**config.mk**
```make
export PLATFORM = sky130hd
export DESIGN_NAME = axi_portal_initiator_flat
export DESIGN_NICKNAME = d
export VERILOG_FILES = /design/src/rtl/axi_portal_initiator_if.sv /design/src/rtl/axi_portal_initiator.sv /design/src/flat_wrapper.sv
export SDC_FILE = /design/constraint.sdc
export NUM_CORES = 1
export LEC_CHECK = 0
export BUFFER_PORTS_ARGS = -buffer_cell sky130_fd_sc_hd__buf_2
export CAP_MARGIN = 20
export CORE_AREA = 2 2 135 137
export DETAILED_ROUTE_END_ITERATION = 6
export DIE_AREA = 0 0 137 139
export PLACE_DENSITY = 0.54
export REMOVE_ABC_BUFFERS = 1
export SLEW_MARGIN = 25
export SYNTH_ARGS = -nofsm -noshare
export SYNTH_HDL_FRONTEND = slang
export SYNTH_SLANG_ARGS = --single-unit
```
**constraint.sdc**
```tcl
create_clock -name CLK -period 1.35 [get_ports CLK]
set_input_delay 0.2025 -clock CLK [delete_from_list [all_inputs] [get_ports CLK]]
set_output_delay 0.2025 -clock CLK [all_outputs]
set_load 0.03 [all_outputs]
```
**src/rtl/axi_portal_initiator_if.sv**
```systemverilog
// Bundles the command, response and AXI3-subset channels of the portal initiator.
// master = initiator side, slave = driver/responder side.
interface axi_portal_initiator_if #(
    parameter int DATA_WIDTH = 32,
    parameter int ID_WIDTH   = 12
) ();
    // driver command / write data / read data / completion
    logic                  req_ena;
    logic                  req_write;
    logic [31:0]           req_addr;
    logic [3:0]            req_len;
    logic [ID_WIDTH-1:0]   req_id;
    logic                  req_rdy;
    logic                  wdata_ena;
    logic [DATA_WIDTH-1:0] wdata_v;
    logic                  wdata_rdy;
    logic                  rdata_ena;
    logic [DATA_WIDTH-1:0] rdata_v;
    logic                  rdata_last;
    logic                  rdata_rdy;
    logic                  done_ena;
    logic [ID_WIDTH-1:0]   done_id;
    logic [1:0]            done_resp;
    logic                  done_rdy;
    // AXI channels
    logic                  ar_ena;
    logic [31:0]           ar_addr;
    logic [ID_WIDTH-1:0]   ar_id;
    logic [3:0]            ar_len;
    logic                  ar_rdy;
    logic                  aw_ena;
    logic [31:0]           aw_addr;
    logic [ID_WIDTH-1:0]   aw_id;
    logic [3:0]            aw_len;
    logic                  aw_rdy;
    logic                  w_ena;
    logic [DATA_WIDTH-1:0] w_data;
    logic [ID_WIDTH-1:0]   w_id;
    logic                  w_last;
    logic                  w_rdy;
    logic                  r_ena;
    logic [DATA_WIDTH-1:0] r_data;
    logic [ID_WIDTH-1:0]   r_id;
    logic                  r_last;
    logic [1:0]            r_resp;
    logic                  r_rdy;
    logic                  b_ena;
    logic [ID_WIDTH-1:0]   b_id;
    logic [1:0]            b_resp;
    logic                  b_rdy;

    modport master (
        input  req_ena, req_write, req_addr, req_len, req_id,
        output req_rdy,
        input  wdata_ena, wdata_v,
        output wdata_rdy,
        output rdata_ena, rdata_v, rdata_last,
        input  rdata_rdy,
        output done_ena, done_id, done_resp,
        input  done_rdy,
        output ar_ena, ar_addr, ar_id, ar_len,
        input  ar_rdy,
        output aw_ena, aw_addr, aw_id, aw_len,
        input  aw_rdy,
        output w_ena, w_data, w_id, w_last,
        input  w_rdy,
        input  r_ena, r_data, r_id, r_last, r_resp,
        output r_rdy,
        input  b_ena, b_id, b_resp,
        output b_rdy
    );

    modport slave (
        output req_ena, req_write, req_addr, req_len, req_id,
        input  req_rdy,
        output wdata_ena, wdata_v,
        input  wdata_rdy,
        input  rdata_ena, rdata_v, rdata_last,
        output rdata_rdy,
        input  done_ena, done_id, done_resp,
        output done_rdy,
        input  ar_ena, ar_addr, ar_id, ar_len,
        output ar_rdy,
        input  aw_ena, aw_addr, aw_id, aw_len,
        output aw_rdy,
        input  w_ena, w_data, w_id, w_last,
        output w_rdy,
        output r_ena, r_data, r_id, r_last, r_resp,
        input  r_rdy,
        output b_ena, b_id, b_resp,
        input  b_rdy
    );
endinterface

```
**src/rtl/axi_portal_initiator.sv**
```systemverilog
// Single-outstanding AXI3-subset initiator: one driver command becomes one AR/AW burst.
// Optional watchdog on RDATA/BWAIT stalls: AXI_PORTAL_INITIATOR_TIMEOUT_EN.
module axi_portal_initiator #(
    parameter int DATA_WIDTH = 32,
    parameter int ID_WIDTH   = 12,
    parameter int TIMEOUT    = 1024
) (
    input  logic                  CLK,
    input  logic                  nRST,
    axi_portal_initiator_if.master port,
    output logic                  error_o
);
    typedef enum logic [2:0] {
        S_IDLE, S_AR, S_RDATA, S_AW, S_WDATA, S_BWAIT, S_DONE
    } state_t;

    state_t              state_q, state_d;
    logic [31:0]         addr_q, addr_d;
    logic [ID_WIDTH-1:0] id_q, id_d;
    logic [3:0]          len_q, len_d;
    logic [3:0]          cnt_q, cnt_d;
    logic                error_q, error_d;
    logic [ID_WIDTH-1:0] bid_q, bid_d;
    logic [1:0]          bresp_q, bresp_d;

    logic in_rdata, in_wdata, r_xfer, w_xfer, r_bad;

    assign in_rdata = (state_q == S_RDATA);
    assign in_wdata = (state_q == S_WDATA);
    assign r_xfer   = in_rdata & port.r_ena & port.rdata_rdy;
    assign w_xfer   = in_wdata & port.wdata_ena & port.w_rdy;

    // Beat-count check: last must land exactly on beat len, and nothing may run past it.
    assign r_bad = (port.r_last ? (cnt_q != len_q) : (cnt_q == len_q))
                 | (port.r_resp != 2'b00) | (port.r_id != id_q);

`ifdef AXI_PORTAL_INITIATOR_TIMEOUT_EN
    localparam logic [15:0] WDOG_LAST = 16'(TIMEOUT - 1);
    logic [15:0] wdog_q, wdog_d;
    logic        stall;

    assign stall = (in_rdata & ~r_xfer) | ((state_q == S_BWAIT) & ~port.b_ena);
`endif

    always_comb begin
        state_d = state_q;
        addr_d  = addr_q;
        id_d    = id_q;
        len_d   = len_q;
        cnt_d   = cnt_q;
        error_d = error_q;
        bid_d   = bid_q;
        bresp_d = bresp_q;
        unique case (state_q)
            S_IDLE: if (port.req_ena) begin
                addr_d  = port.req_addr;
                id_d    = port.req_id;
                len_d   = port.req_len;
                cnt_d   = '0;
                state_d = port.req_write ? S_AW : S_AR;
            end
            S_AR:    if (port.ar_rdy) state_d = S_RDATA;
            S_RDATA: if (r_xfer) begin
                cnt_d = cnt_q + 4'd1;
                if (r_bad) error_d = 1'b1;
                if (port.r_last) state_d = S_IDLE;
            end
            S_AW:    if (port.aw_rdy) state_d = S_WDATA;
            S_WDATA: if (w_xfer) begin
                cnt_d = cnt_q + 4'd1;
                if (cnt_q == len_q) state_d = S_BWAIT;
            end
            S_BWAIT: if (port.b_ena) begin
                bid_d   = port.b_id;
                bresp_d = port.b_resp;
                if ((port.b_resp != 2'b00) || (port.b_id != id_q)) error_d = 1'b1;
                state_d = S_DONE;
            end
            S_DONE:  if (port.done_rdy) state_d = S_IDLE;
            default: state_d = S_IDLE;
        endcase
`ifdef AXI_PORTAL_INITIATOR_TIMEOUT_EN
        wdog_d = '0;
        if (stall) begin
            if (wdog_q == WDOG_LAST) begin
                // Give up: a missing B is reported as SLVERR, a stuck read is dropped.
                error_d = 1'b1;
                if (state_q == S_BWAIT) begin
                    bid_d   = id_q;
                    bresp_d = 2'b10;
                    state_d = S_DONE;
                end else begin
                    state_d = S_IDLE;
                end
            end else begin
                wdog_d = wdog_q + 16'd1;
            end
        end
`endif
    end

    always_ff @(posedge CLK) begin
        if (!nRST) begin
            state_q <= S_IDLE;
            addr_q  <= '0;
            id_q    <= '0;
            len_q   <= '0;
            cnt_q   <= '0;
            error_q <= 1'b0;
            bid_q   <= '0;
            bresp_q <= '0;
        end else begin
            state_q <= state_d;
            addr_q  <= addr_d;
            id_q    <= id_d;
            len_q   <= len_d;
            cnt_q   <= cnt_d;
            error_q <= error_d;
            bid_q   <= bid_d;
            bresp_q <= bresp_d;
        end
    end

`ifdef AXI_PORTAL_INITIATOR_TIMEOUT_EN
    always_ff @(posedge CLK) begin
        if (!nRST) wdog_q <= '0;
        else       wdog_q <= wdog_d;
    end
`endif

    assign port.req_rdy    = (state_q == S_IDLE);

    assign port.ar_ena     = (state_q == S_AR);
    assign port.ar_addr    = addr_q;
    assign port.ar_id      = id_q;
    assign port.ar_len     = len_q;
    assign port.aw_ena     = (state_q == S_AW);
    assign port.aw_addr    = addr_q;
    assign port.aw_id      = id_q;
    assign port.aw_len     = len_q;

    // Write beats pass straight through so the driver sees W backpressure in the same cycle.
    assign port.wdata_rdy  = in_wdata & port.w_rdy;
    assign port.w_ena      = in_wdata & port.wdata_ena;
    assign port.w_data     = port.wdata_v;
    assign port.w_id       = id_q;
    assign port.w_last     = in_wdata & (cnt_q == len_q);

    assign port.r_rdy      = in_rdata & port.rdata_rdy;
    assign port.rdata_ena  = in_rdata & port.r_ena;
    assign port.rdata_v    = port.r_data;
    assign port.rdata_last = port.r_last;

    assign port.b_rdy      = (state_q == S_BWAIT);
    assign port.done_ena   = (state_q == S_DONE);
    assign port.done_id    = bid_q;
    assign port.done_resp  = bresp_q;

    assign error_o = error_q;
endmodule

```
**src/flat_wrapper.sv**
```systemverilog
// flat-port wrapper written by rule: the top's interface ports become plain ports
module axi_portal_initiator_flat 
#(
    parameter int DATA_WIDTH = 32,
    parameter int ID_WIDTH   = 12,
    parameter int TIMEOUT    = 1024
)
  (CLK, nRST, error_o, port_req_ena, port_req_write, port_req_addr, port_req_len, port_req_id, port_req_rdy, port_wdata_ena, port_wdata_v, port_wdata_rdy, port_rdata_ena, port_rdata_v, port_rdata_last, port_rdata_rdy, port_done_ena, port_done_id, port_done_resp, port_done_rdy, port_ar_ena, port_ar_addr, port_ar_id, port_ar_len, port_ar_rdy, port_aw_ena, port_aw_addr, port_aw_id, port_aw_len, port_aw_rdy, port_w_ena, port_w_data, port_w_id, port_w_last, port_w_rdy, port_r_ena, port_r_data, port_r_id, port_r_last, port_r_resp, port_r_rdy, port_b_ena, port_b_id, port_b_resp, port_b_rdy);
  axi_portal_initiator_if #(.DATA_WIDTH(DATA_WIDTH), .ID_WIDTH(ID_WIDTH)) port_i ();
  input  logic CLK;
  input  logic nRST;
  output logic error_o;
  input wire logic [$bits(port_i.req_ena)-1:0] port_req_ena;
  input wire logic [$bits(port_i.req_write)-1:0] port_req_write;
  input wire logic [$bits(port_i.req_addr)-1:0] port_req_addr;
  input wire logic [$bits(port_i.req_len)-1:0] port_req_len;
  input wire logic [$bits(port_i.req_id)-1:0] port_req_id;
  output wire logic [$bits(port_i.req_rdy)-1:0] port_req_rdy;
  input wire logic [$bits(port_i.wdata_ena)-1:0] port_wdata_ena;
  input wire logic [$bits(port_i.wdata_v)-1:0] port_wdata_v;
  output wire logic [$bits(port_i.wdata_rdy)-1:0] port_wdata_rdy;
  output wire logic [$bits(port_i.rdata_ena)-1:0] port_rdata_ena;
  output wire logic [$bits(port_i.rdata_v)-1:0] port_rdata_v;
  output wire logic [$bits(port_i.rdata_last)-1:0] port_rdata_last;
  input wire logic [$bits(port_i.rdata_rdy)-1:0] port_rdata_rdy;
  output wire logic [$bits(port_i.done_ena)-1:0] port_done_ena;
  output wire logic [$bits(port_i.done_id)-1:0] port_done_id;
  output wire logic [$bits(port_i.done_resp)-1:0] port_done_resp;
  input wire logic [$bits(port_i.done_rdy)-1:0] port_done_rdy;
  output wire logic [$bits(port_i.ar_ena)-1:0] port_ar_ena;
  output wire logic [$bits(port_i.ar_addr)-1:0] port_ar_addr;
  output wire logic [$bits(port_i.ar_id)-1:0] port_ar_id;
  output wire logic [$bits(port_i.ar_len)-1:0] port_ar_len;
  input wire logic [$bits(port_i.ar_rdy)-1:0] port_ar_rdy;
  output wire logic [$bits(port_i.aw_ena)-1:0] port_aw_ena;
  output wire logic [$bits(port_i.aw_addr)-1:0] port_aw_addr;
  output wire logic [$bits(port_i.aw_id)-1:0] port_aw_id;
  output wire logic [$bits(port_i.aw_len)-1:0] port_aw_len;
  input wire logic [$bits(port_i.aw_rdy)-1:0] port_aw_rdy;
  output wire logic [$bits(port_i.w_ena)-1:0] port_w_ena;
  output wire logic [$bits(port_i.w_data)-1:0] port_w_data;
  output wire logic [$bits(port_i.w_id)-1:0] port_w_id;
  output wire logic [$bits(port_i.w_last)-1:0] port_w_last;
  input wire logic [$bits(port_i.w_rdy)-1:0] port_w_rdy;
  input wire logic [$bits(port_i.r_ena)-1:0] port_r_ena;
  input wire logic [$bits(port_i.r_data)-1:0] port_r_data;
  input wire logic [$bits(port_i.r_id)-1:0] port_r_id;
  input wire logic [$bits(port_i.r_last)-1:0] port_r_last;
  input wire logic [$bits(port_i.r_resp)-1:0] port_r_resp;
  output wire logic [$bits(port_i.r_rdy)-1:0] port_r_rdy;
  input wire logic [$bits(port_i.b_ena)-1:0] port_b_ena;
  input wire logic [$bits(port_i.b_id)-1:0] port_b_id;
  input wire logic [$bits(port_i.b_resp)-1:0] port_b_resp;
  output wire logic [$bits(port_i.b_rdy)-1:0] port_b_rdy;
  assign port_i.req_ena = port_req_ena;
  assign port_i.req_write = port_req_write;
  assign port_i.req_addr = port_req_addr;
  assign port_i.req_len = port_req_len;
  assign port_i.req_id = port_req_id;
  assign port_req_rdy = port_i.req_rdy;
  assign port_i.wdata_ena = port_wdata_ena;
  assign port_i.wdata_v = port_wdata_v;
  assign port_wdata_rdy = port_i.wdata_rdy;
  assign port_rdata_ena = port_i.rdata_ena;
  assign port_rdata_v = port_i.rdata_v;
  assign port_rdata_last = port_i.rdata_last;
  assign port_i.rdata_rdy = port_rdata_rdy;
  assign port_done_ena = port_i.done_ena;
  assign port_done_id = port_i.done_id;
  assign port_done_resp = port_i.done_resp;
  assign port_i.done_rdy = port_done_rdy;
  assign port_ar_ena = port_i.ar_ena;
  assign port_ar_addr = port_i.ar_addr;
  assign port_ar_id = port_i.ar_id;
  assign port_ar_len = port_i.ar_len;
  assign port_i.ar_rdy = port_ar_rdy;
  assign port_aw_ena = port_i.aw_ena;
  assign port_aw_addr = port_i.aw_addr;
  assign port_aw_id = port_i.aw_id;
  assign port_aw_len = port_i.aw_len;
  assign port_i.aw_rdy = port_aw_rdy;
  assign port_w_ena = port_i.w_ena;
  assign port_w_data = port_i.w_data;
  assign port_w_id = port_i.w_id;
  assign port_w_last = port_i.w_last;
  assign port_i.w_rdy = port_w_rdy;
  assign port_i.r_ena = port_r_ena;
  assign port_i.r_data = port_r_data;
  assign port_i.r_id = port_r_id;
  assign port_i.r_last = port_r_last;
  assign port_i.r_resp = port_r_resp;
  assign port_r_rdy = port_i.r_rdy;
  assign port_i.b_ena = port_b_ena;
  assign port_i.b_id = port_b_id;
  assign port_i.b_resp = port_b_resp;
  assign port_b_rdy = port_i.b_rdy;
  axi_portal_initiator #(.DATA_WIDTH(DATA_WIDTH), .ID_WIDTH(ID_WIDTH), .TIMEOUT(TIMEOUT)) u_core (.CLK(CLK), .nRST(nRST), .port(port_i), .error_o(error_o));
endmodule
```
==> metrics.md, run 1 <==
| Metric | Value |
|---|---|
| Asr flop ratio synth | `0` |
| All-Layer GR Usage | `0.152` |
| Row count | `49` |
| Worst Setup Path Type | `reg -> out` |
| FF/Latch Area | `~1400 µm²` |
| Gpl congestion | `about 0.76` |
| Min-Delay Endpoint | `u_core.port.ar_id[8]` |
| Final core utilization | `0.364` |
| Final setup fails | `77` |
| Largest net degree at the start of global routing | `37` |
| Syn. warnings | `0` |
| Sequential area share after synthesis | `0.349` |
| LEAKAGE | `3.19 nW` |
| Proportion of layout cells with a drive suffix above 1 | `0.735` |
| Number of fill cells in the layout | `1829` |
| CTS Buffer Depth | `2` |
| CP Capture Type | `primary output` |
| Placed cell count | `856` |
| Flops & latches, synth | `70` |
| Reg2reg end | `u_core.port.ar_id[0]` |
| Max_slew headroom | `0.793` |
| CP max FO | `2` |
| Number of clock sinks | `70` |
| CTS H-tree lvls | `3` |
| Required @ worst endpoint | `1.15 ns` |
| Max IR drop VDD | `just over 600 µV` |
| 1st-pass router iterations | `4` |
| Die Footprint | `approximately 19000 µm²` |
| Unique masters post-synth | `42` |
| Placed cell areas | `4730 µm²` |
| Startpoint Class | `register` |
| Hold_sp | `port_req_id[8]` |
| Crit-path slowest cell | `dfxtp_2` |
| Routed len/inst | `19.4 µm` |
| Number of diodes | `0` |
| Initial antenna violation count | `3` |
| Number of CTS-inserted buffers | `9` |
| Max-cap violation count | `0` |
| Starting density of the core | `0.228` |
| Fin. Hold Viols | `0` |
| Failing checks | `setup timing` |
| Worst EP arrival | `1.37 ns` |
| Area occupied by multi-input gates | `2390 µm²` |
| Vias in the first global route | `3361` |
| Pre-CTS setup slack | `-0.251 ns` |
| Avg Vias per Cell | `around 4.4` |
| R2R Path Start | `u_core.state_q[1]` |
| IO Port Bufs | `222` |
| Synthesized area | `4020 µm²` |
| Reg2Reg Depth | `7` |
| WP depth | `4` |
| Final wirelength | `17400 µm` |
| Crit path cell chain | `xnor2_2, nand4_1, nor3_2, buf_4` |
| Num ports | `about 350` |
| Chip Width | `137 µm` |
| Maximum clock rate | `636 MHz` |
| Hold Path Class | `in -> reg` |
| CTS hold repair buffers | `0` |
| Nets | `820` |
| Mapped Cells | `515` |
| Ys flop type | `dfxtp_1` |
| Final instance area | `6430 µm²` |
| Core Area | `between 15000 and 20000 µm²` |
| First-pass GRT wire length | `21000 µm` |
| RSZ-0062 raised after global routing | `yes` |
| Root Driver | `clkbuf_16` |
| R2R setup slack | `-0.21 ns` |
| Height of the die | `around 140 µm` |
| CTS tree | `done` |
| Max stage delay on crit path | `0.33 ns` |
| Number of DRC markers in iteration 0 | `154` |
| Power Density | `1550 nW/µm²` |
| Tcrit/Tclk final | `1.16` |
| DRC | `0` |
| Crit path max-delay family | `simple AND/OR/NAND/NOR gates` |
| Post-synth EDFFs | `0` |
| DR vias | `3927` |
| P&R area growth vs syn | `59.9%` |
| Routed Antenna Nets | `0` |
| Hold path depth | `3` |
| Final Non-Filler Cells | `898` |
| Total grt overflow | `0` |
| Worst-Skew Late Latency | `~0.33 ns` |
| Worst Path Buf+Inv | `1` |
| Clock skew | `0.00243 ns` |
| Worst-path clk slew | `0.06 ns` |
| Setup ws final | `-0.222 ns` |
| Run status | `complete, but fails checks` |
| Final slew viol count | `0` |
| Slew @ Worst Pin | `0.310 ns` |
| Tmin final | `1.57 ns` |
| Mean Syn Cell Area | `7.81 µm²` |
| Pwr Total | `9.96 mW` |
| DPL Wire Length | `12100 µm` |
flip-flops by register name (all words and copies together), names as in the netlist:
name	cells
u_core.state_q	3
u_core.error_o	1
u_core.port.done_resp	2
u_core.port.ar_addr	32
u_core.port.ar_id	12
u_core.port.done_id	12
u_core.cnt_q	4
u_core.port.ar_len	4
synth_stat cells, types with 2 or more instances:
library cell    n  area share
nand2_1       130        0.12
xnor2_1         9       0.020
buf_6           7       0.020
dfxtp_1        70        0.35
xor2_1         21       0.046
nor3b_1         2      0.0037
and3_1          4      0.0062
nor3_1          4      0.0050
a21oi_1        68       0.085
nor2_1          7      0.0065
inv_1           3      0.0028
nand3_1         5      0.0062
nand4_1         3      0.0047
o21ai_0         4      0.0050
buf_4         125        0.23
buf_2           7      0.0087
nand2b_1        2      0.0031
nor4_1          6      0.0093
a31oi_1         2      0.0031
clkbuf_1       11       0.010
and2_1          3      0.0047
o21ai_1         2      0.0025
stage by stage:
step / TNS (ns) / hold slack, ns
2_1_floorplan: -47.14 / 0.320
6_report: -10.63 / 0.0947
3_5_place_dp: -2.17 / 0.405
4_1_cts: -2.47 / 0.0720
5_1_grt: -16.02 / 0.0829
3_3_place_gp: -0.652 / 0.405
worst register-to-register path, stage by stage (launching register included):
cell	delay [ns]
dfxtp_4	0.36
buf_12	0.13
buf_6	0.11
nor3_4	0.15
and2_4	0.34
clkbuf_16	0.24
nand2_4	0.05
a21oi_2	0.12
routing by layer:
metal	routed length, µm	up-vias	track usage
li1	-	1847	-
met1	7290	1817	0.190
met2	7430	243	0.193
met3	2550	14	0.126
met4	108	6	0.0374
met5	34	-	0.0291
power breakdown:
| part | leakage [nW] | switching (mW) | internal (mW) |
|---|---|---|---|
| Sequential | 0.579 | 0.276 | 2.33 |
| Combinational | 2.47 | 2.88 | 2.09 |
| Clock | 0.142 | 0.876 | 1.51 |
| Total | 3.19 | 4.03 | 5.93 |
cells by family after synthesis:
kind of cell | after synthesis | synth area share
adders and majority gates | 1 | 0.00311
and+or+nand+nor | 175 | 0.190
xor gates and xnor gates | 30 | 0.0654
buffers and inverters | 154 | 0.276
AOI/OAI and AO/OA | 84 | 0.114
muxes | 1 | 0.00280
DFF | 70 | 0.349
placed cells by master (no fill, tap or decap), drive strengths merged, types with 2 or more instances in the layout:
| cell type | synthesis | layout |
|---|---|---|
| a21oi | 68 | 68 |
| a31oi | 2 | 2 |
| and2 | 5 | 5 |
| and3 | 5 | 5 |
| buf | 139 | 281 |
| clkbuf | 11 | 22 |
| dfxtp | 70 | 70 |
| inv | 4 | 4 |
| nand2 | 130 | 130 |
| nand2b | 2 | 2 |
| nand3 | 5 | 5 |
| nand4 | 3 | 3 |
| nor2 | 7 | 7 |
| nor3 | 5 | 5 |
| nor3b | 2 | 2 |
| nor4 | 6 | 6 |
| o21ai | 7 | 7 |
| xnor2 | 9 | 9 |
| xor2 | 21 | 21 |
cell type report:
type	instances	share of cell area
Timing Repair Buffer	290	0.313
Clock buffer	13	0.0405
Sequential cell	70	0.223
Multi-Input combinational cell	291	0.372
Tap cell	229	0.0446
Inverter	4	0.00234
Clock inverter	1	0.00467
timing repair:
action | in CTS | in global routing
gates cloned | 0 | 13
pin swaps | 9 | 133
buffers inserted | 5 | 11
endpoints found under the setup margin | 72 | 86
hold endpoints to repair | 0 | 0
resized for setup | 43 | 246
how the worst max path moves through the flow:
stage                               to                  start
5_1_grt        u_core.port.ar_addr[10]      u_core.state_q[1]
4_1_cts                 port_wdata_rdy      u_core.state_q[1]
2_1_floorplan   u_core.port.ar_addr[0]      u_core.state_q[0]
6_report                   port_w_last  u_core.port.ar_len[1]
3_3_place_gp            u_core.error_o  u_core.port.ar_id[11]
3_5_place_dp            u_core.error_o   u_core.port.ar_id[0]
No activity file was read; power rests on OpenSTA's default activity.
==> inputs of run 2 (changes only) <==
--- a/config.mk
+++ b/config.mk
@@ -8,6 +8,7 @@
 export BUFFER_PORTS_ARGS = -buffer_cell sky130_fd_sc_hd__buf_2
 export CAP_MARGIN = 20
 export CORE_AREA = 2 2 135 137
+export CTS_BUF_LIST = sky130_fd_sc_hd__clkbuf_16
 export DETAILED_ROUTE_END_ITERATION = 6
 export DIE_AREA = 0 0 137 139
 export PLACE_DENSITY = 0.54
==> metrics.md, run 2 (synthesized netlist as in run 1, its figures left out) <==
| Metric | Value |
|---|---|
| Run status | `complete, but fails checks (unchanged)` |
| Failing checks | `setup timing (unchanged)` |
| Tmin final | `1.57 ns (about the same)` |
| Most common cell after layout, fill and taps aside | `buf_2 (unchanged)` |
| Placed cell areas | `4730 µm² (unchanged)` |
| Number of clock sinks | `70 (unchanged)` |
| CP Capture Type | `primary output (unchanged)` |
| Worst-path clk slew | `0.06 ns (about the same)` |
| Number of DRC markers in iteration 0 | `152 (was 154)` |
| CTS H-tree lvls | `3 (unchanged)` |
| Maximum clock rate | `639 MHz (was 636 MHz)` |
| Final slew viol count | `0 (unchanged)` |
| Gpl congestion | `0.759 (unchanged)` |
| Power Density | `1530 nW/µm² (was 1550 nW/µm²)` |
| Switching share of power | `0.410 (was 0.404)` |
| Fin. Hold Viols | `0 (unchanged)` |
| Largest net degree at the start of global routing | `37 (unchanged)` |
| RSZ-0062 raised after global routing | `yes (unchanged)` |
| First-pass GRT wire length | `21000 µm (unchanged)` |
| Clock skew | `0.00241 ns (was 0.00243 ns)` |
| Row count | `49 (unchanged)` |
| Placed cell count | `856 (unchanged)` |
| CTS tree | `done (unchanged)` |
| Worst Setup Path Type | `reg -> out (unchanged)` |
| P&R area growth vs syn | `59.8% (was 59.9%)` |
| Pre-CTS setup slack | `-0.251 ns (unchanged)` |
| Final Non-Filler Cells | `898 (unchanged)` |
| Sequential power share | `0.265 (was 0.261)` |
| Starting density of the core | `0.228 (unchanged)` |
| Core Area | `17700 µm² (unchanged)` |
| Avg Vias per Cell | `4.42 (was 4.37)` |
| Largest register FFs | `32 (unchanged)` |
| LEAKAGE | `3.19 nW (about the same)` |
| DPL Wire Length | `12100 µm (unchanged)` |
| Chip Width | `137 µm (unchanged)` |
| Worst EP arrival | `1.36 ns (was 1.37 ns)` |
| Max IR drop VDD | `582 µV (was 622 µV)` |
| Comb pwr share | `0.506 (was 0.499)` |
| Number of CTS-inserted buffers | `9 (unchanged)` |
| Routed len/inst | `19.4 µm (about the same)` |
| Nets | `820 (unchanged)` |
| DRC | `0 (unchanged)` |
| Final setup fails | `77 (unchanged)` |
| Commonest cells after routing, fill and taps aside | `210 x buf_2, 56 x nand2_4, 55 x a21oi_2 (unchanged)` |
| Num ports | `351 (unchanged)` |
| Clk network pwr share | `0.229 (was 0.240)` |
| Worst-Skew Late Latency | `0.33 ns (about the same)` |
| Final wirelength | `17400 µm (about the same)` |
| Net Sw Power | `4.04 mW (was 4.03 mW)` |
| Max_slew headroom | `0.786 (was 0.793)` |
| Required @ worst endpoint | `1.15 ns (about the same)` |
| Total grt overflow | `0 (unchanged)` |
| Startpoint Class | `register (unchanged)` |
| CP max FO | `2 (unchanged)` |
| Vias in the first global route | `3361 (unchanged)` |
| IO Port Bufs | `222 (unchanged)` |
| Hold Path Class | `in -> reg (unchanged)` |
| DR vias | `3971 (was 3927)` |
| Int Power | `5.81 mW (was 5.93 mW)` |
| CTS hold repair buffers | `0 (unchanged)` |
| Routed Antenna Nets | `0 (unchanged)` |
| Slew @ Worst Pin | `0.321 ns (was 0.310 ns)` |
| Proportion of layout cells with a drive suffix above 1 | `0.741 (was 0.735)` |
| All-Layer GR Usage | `0.152 (unchanged)` |
| Initial antenna violation count | `3 (unchanged)` |
| Setup ws final | `-0.215 ns (was -0.222 ns)` |
| Number of diodes | `0 (unchanged)` |
| Height of the die | `139 µm (unchanged)` |
| Tcrit/Tclk final | `1.16 (about the same)` |
| Die Footprint | `19000 µm² (unchanged)` |
| Final instance area | `6420 µm² (was 6430 µm²)` |
| CTS Buffer Depth | `2 (unchanged)` |
| Root Driver | `clkbuf_16 (unchanged)` |
| Max-cap violation count | `0 (unchanged)` |
| 1st-pass router iterations | `4 (unchanged)` |
==> run 2: cell count changes in the layout (fill, tap and decap cells not counted) <==
cell and delta:
nand2_2 +6, clkbuf_1 -2, nand2_1 -6, clkbuf_8 -2
inv_1 +2, clkinv_1 +2
==> run 2: through the flow <==
step | setup TNS, ns | total power [mW] | utilization | hold slack, ns
floorplan | -47.14 | 4.51 | - | 0.320
global placement | -0.652 | 5.93 | 0.268 | 0.405
detailed placement | -2.17 | 5.93 | 0.268 | 0.405
CTS | -2.41 | 8.41 | 0.293 | 0.0720
global route | -16.09 | 10.4 | 0.364 | 0.0852
finish | -10.62 | 9.85 | 0.364 | 0.0934
==> run 2: metal layers <==
metal,GRT usage,wire (µm),vias to the layer above
met5,0.0291,41,-
met4,0.0374,173,6
met3,0.126,2620,18
met2,0.193,7380,253
met1,0.190,7160,1845
li1,-,-,1849
==> run 2: worst paths after layout <==
kind         depth (start not counted)                   start  slack, ns                 endpoint
max                                  4   u_core.port.ar_len[1]      -0.22              port_w_last
min reg2reg                          2  u_core.port.done_id[6]       0.46   u_core.port.done_id[6]
max reg2reg                          7       u_core.state_q[1]      -0.21  u_core.port.ar_addr[15]
min                                  3         port_req_len[1]       0.09    u_core.port.ar_len[1]
==> run 2: repair_timing <==
action                     in CTS  in global routing
cloned                          0                 13
pin swaps                       9                130
buffers inserted                5                 11
gates resized for setup        43                252
setup endpoints to repair      72                 86
hold endpoints to repair        0                  0
==> run 2: cell type report <==
class / instances / area [µm²]
fill: 1825 / 11200
multi-input combinational: 291 / 2410
timing repair buffer: 290 / 2010
sequential: 70 / 1430
tap: 229 / 287
clock buffer: 9 / 225
clock inverter: 5 / 45.0
inverter: 4 / 15.0
==> run 2: power groups by stage <==
stage,Combinational (mW),Sequential [mW],Clock [mW]
final,4.98,2.61,2.25
after global routing,5.29,2.65,2.42
after CTS,3.52,2.55,2.34
after detailed placement,3.35,2.58,0
after global placement,3.35,2.58,0
after floorplan,0.948,3.56,0
==> run 2: worst max-delay path, stage by stage, from the launching register on <==
cell and delay [ns]:
dfxtp_2 0.33, xnor2_2 0.14, nand4_1 0.17, nor3_2 0.20, buf_4 0.19
==> inputs of run 3 (changes only) <==
--- a/config.mk
+++ b/config.mk
@@ -8,10 +8,9 @@
 export BUFFER_PORTS_ARGS = -buffer_cell sky130_fd_sc_hd__buf_2
 export CAP_MARGIN = 20
 export CORE_AREA = 2 2 135 137
-export CTS_BUF_LIST = sky130_fd_sc_hd__clkbuf_16
 export DETAILED_ROUTE_END_ITERATION = 6
 export DIE_AREA = 0 0 137 139
-export PLACE_DENSITY = 0.54
+export PLACE_DENSITY = 0.51
 export REMOVE_ABC_BUFFERS = 1
 export SLEW_MARGIN = 25
 export SYNTH_ARGS = -nofsm -noshare
==> metrics.md, run 3 (synthesized netlist as in run 1, its figures left out) <==
| Metric | Value |
|---|---|
| All-Layer GR Usage | `0.168 (was 0.152)` |
| DPL Wire Length | `12100 µm (about the same)` |
| Most common cell after layout, fill and taps aside | `buf_2 (unchanged)` |
| Max IR drop VDD | `659 µV (was 582 µV)` |
| Power Density | `1620 nW/µm² (was 1530 nW/µm²)` |
| Net Sw Power | `4.17 mW (was 4.04 mW)` |
| DRC | `0 (unchanged)` |
| DR vias | `4027 (was 3971)` |
| Hold path depth | `3 (unchanged)` |
| Worst EP arrival | `1.34 ns (was 1.36 ns)` |
| Switching share of power | `0.385 (was 0.410)` |
| Number of DRC markers in iteration 0 | `161 (was 152)` |
| Initial antenna violation count | `1 (was 3)` |
| Max stage delay on crit path | `0.37 ns (was 0.33 ns)` |
| 1st-pass router iterations | `4 (unchanged)` |
| Number of CTS-inserted buffers | `9 (unchanged)` |
| R2R setup slack | `-0.16 ns (was -0.21 ns)` |
| Crit-path slowest cell | `dfxtp_4 (was dfxtp_2)` |
| Failing checks | `setup timing (unchanged)` |
| Worst Setup Path Type | `reg -> out (unchanged)` |
| Starting density of the core | `0.228 (unchanged)` |
| Max-cap violation count | `0 (unchanged)` |
| Tmin final | `1.54 ns (was 1.57 ns)` |
| Commonest cells after routing, fill and taps aside | `209 x buf_2, 57 x nand2_1, 51 x dfxtp_1 (was 210 x buf_2, 56 x nand2_4, 55 x a21oi_2)` |
| Tcrit/Tclk final | `1.14 (was 1.16)` |
| Crit path max-delay family | `simple AND/OR/NAND/NOR gates (unchanged)` |
| Fin. Hold Viols | `0 (unchanged)` |
| First-pass GRT wire length | `23100 µm (was 21000 µm)` |
| Hold_sp | `port_req_id[8] (was port_req_len[1])` |
| Number of clock sinks | `70 (unchanged)` |
| Total grt overflow | `0 (unchanged)` |
| Number of diodes | `0 (unchanged)` |
| Final wirelength | `17200 µm (was 17400 µm)` |
| Final slew viol count | `0 (unchanged)` |
| Num ports | `351 (unchanged)` |
| Final core utilization | `0.377 (was 0.364)` |
| Worst-path clk slew | `0.06 ns (about the same)` |
| WP depth | `5 (was 4)` |
| Startpoint Class | `register (unchanged)` |
| Routed Antenna Nets | `0 (unchanged)` |
| TNS Setup | `-7.20 ns (was -10.62 ns)` |
| Largest net degree at the start of global routing | `56 (was 37)` |
| Final hold slack | `0.0892 ns (was 0.0934 ns)` |
| Clock skew | `0.00711 ns (was 0.00241 ns)` |
| LEAKAGE | `3.27 nW (was 3.19 nW)` |
| Worst-Skew Late Latency | `0.34 ns (was 0.33 ns)` |
| P&R area growth vs syn | `65.7% (was 59.8%)` |
| Row count | `49 (unchanged)` |
| Min-Delay Endpoint | `u_core.port.ar_id[8] (was u_core.port.ar_len[1])` |
| RSZ-0062 raised after global routing | `yes (unchanged)` |
| CTS Buffer Depth | `2 (unchanged)` |
| Sequential power share | `0.242 (was 0.265)` |
| Number of fill cells in the layout | `1822 (was 1825)` |
| R2R Path Start | `u_core.state_q[0] (was u_core.state_q[1])` |
| Comb pwr share | `0.500 (was 0.506)` |
| IO Port Bufs | `222 (unchanged)` |
| Slew @ Worst Pin | `0.399 ns (was 0.321 ns)` |
| Die Footprint | `19000 µm² (unchanged)` |
| CTS H-tree lvls | `3 (unchanged)` |
| Worst Path Buf+Inv | `2 (was 1)` |
| Core Area | `17700 µm² (unchanged)` |
| Reg2reg end | `u_core.port.ar_addr[4] (was u_core.port.ar_addr[15])` |
| Largest register FFs | `32 (unchanged)` |
| Chip Width | `137 µm (unchanged)` |
| Pwr Total | `10.8 mW (was 9.85 mW)` |
| Crit path cell chain | `buf_6, nand2b_4, nor2_4, and2_4, buf_6 (was xnor2_2, nand4_1, nor3_2, buf_4)` |
| Run status | `complete, but fails checks (unchanged)` |
| Avg Vias per Cell | `4.37 (was 4.42)` |
| CP Capture Type | `primary output (unchanged)` |
| Vias in the first global route | `3600 (was 3361)` |
| Final setup fails | `63 (was 77)` |
| Root Driver | `clkbuf_16 (unchanged)` |
| Maximum clock rate | `649 MHz (was 639 MHz)` |
| Max_slew headroom | `0.734 (was 0.786)` |
| CTS tree | `done (unchanged)` |
| Proportion of layout cells with a drive suffix above 1 | `0.725 (was 0.741)` |
| Gpl congestion | `0.786 (was 0.759)` |
| Setup ws final | `-0.192 ns (was -0.215 ns)` |
| Hold Path Class | `in -> reg (unchanged)` |
| Required @ worst endpoint | `1.15 ns (about the same)` |
| Int Power | `6.66 mW (was 5.81 mW)` |
| Clk network pwr share | `0.257 (was 0.229)` |
| Routed len/inst | `18.7 µm (was 19.4 µm)` |
| Reg2Reg Depth | `8 (was 7)` |
| CP max FO | `5 (was 2)` |
| Most used cell along the critical path | `buf_6` |
| Height of the die | `139 µm (unchanged)` |
| Nets | `842 (was 820)` |
run 3: changes by cell type in the layout (fill, tap and decap cells not counted), sizes merged:
cell,change
clkbuf,-6
buf,+29
bufinv,+2
inv,-2
run 3: cell type report:
class	count	area, µm²	share of cell area
Inverter	4	17.5	0.00263
Clock buffer	10	239	0.0359
Timing Repair Buffer	312	2290	0.344
Multi-Input combinational cell	291	2290	0.344
Clock inverter	5	108	0.0162
Tap cell	229	287	0.0430
Sequential cell	70	1430	0.215
run 3: worst max path at each step:
stage | startpoint | end
finish | u_core.state_q[1] | port_wdata_rdy
global route | u_core.cnt_q[2] | port_w_last
CTS | u_core.state_q[1] | port_wdata_rdy
detailed placement | u_core.port.ar_id[7] | u_core.error_o
global placement | u_core.port.ar_id[7] | u_core.error_o
floorplan | u_core.state_q[0] | u_core.port.ar_addr[0]
run 3: what timing repair did:
item,CTS,global route
pin swaps,34,97
setup endpoints to repair,87,89
gates cloned,10,2
buffers inserted,21,17
hold buffers,0,0
resized for setup,98,198
run 3: per-stage QoR:
| step | cells | setup WS (ns) | cell area (µm²) |
|---|---|---|---|
| after floorplan | 365 | -0.860 | 2930 |
| after global placement | 866 | -0.370 | 4760 |
| after detailed placement | 866 | -0.375 | 4760 |
| after CTS | 912 | -0.225 | 5900 |
| after global routing | 921 | -0.259 | 6660 |
| final | 921 | -0.192 | 6660 |
run 3: power groups by stage:
| stage | logic [mW] | registers, mW | clock network (mW) |
|---|---|---|---|
| 2_1_floorplan | 0.948 | 3.56 | 0 |
| 3_3_place_gp | 3.35 | 2.59 | 0 |
| 3_5_place_dp | 3.35 | 2.59 | 0 |
| 4_1_cts | 4.68 | 2.57 | 2.91 |
| 5_1_grt | 5.72 | 2.66 | 2.98 |
| 6_report | 5.42 | 2.62 | 2.78 |
run 3: worst register-to-register path: cells and delay by family (launching register included):
kind	cells	cell delay, ns
flops	1	0.37
simple gates	3	0.47
compound gates	1	0.12
buf+inv	4	0.48
run 3: metal layers:
layer,routed length (µm),track usage
met2,7310,0.224
met5,137,0.0635
met1,6990,0.210
met4,174,0.0342
met3,2580,0.125
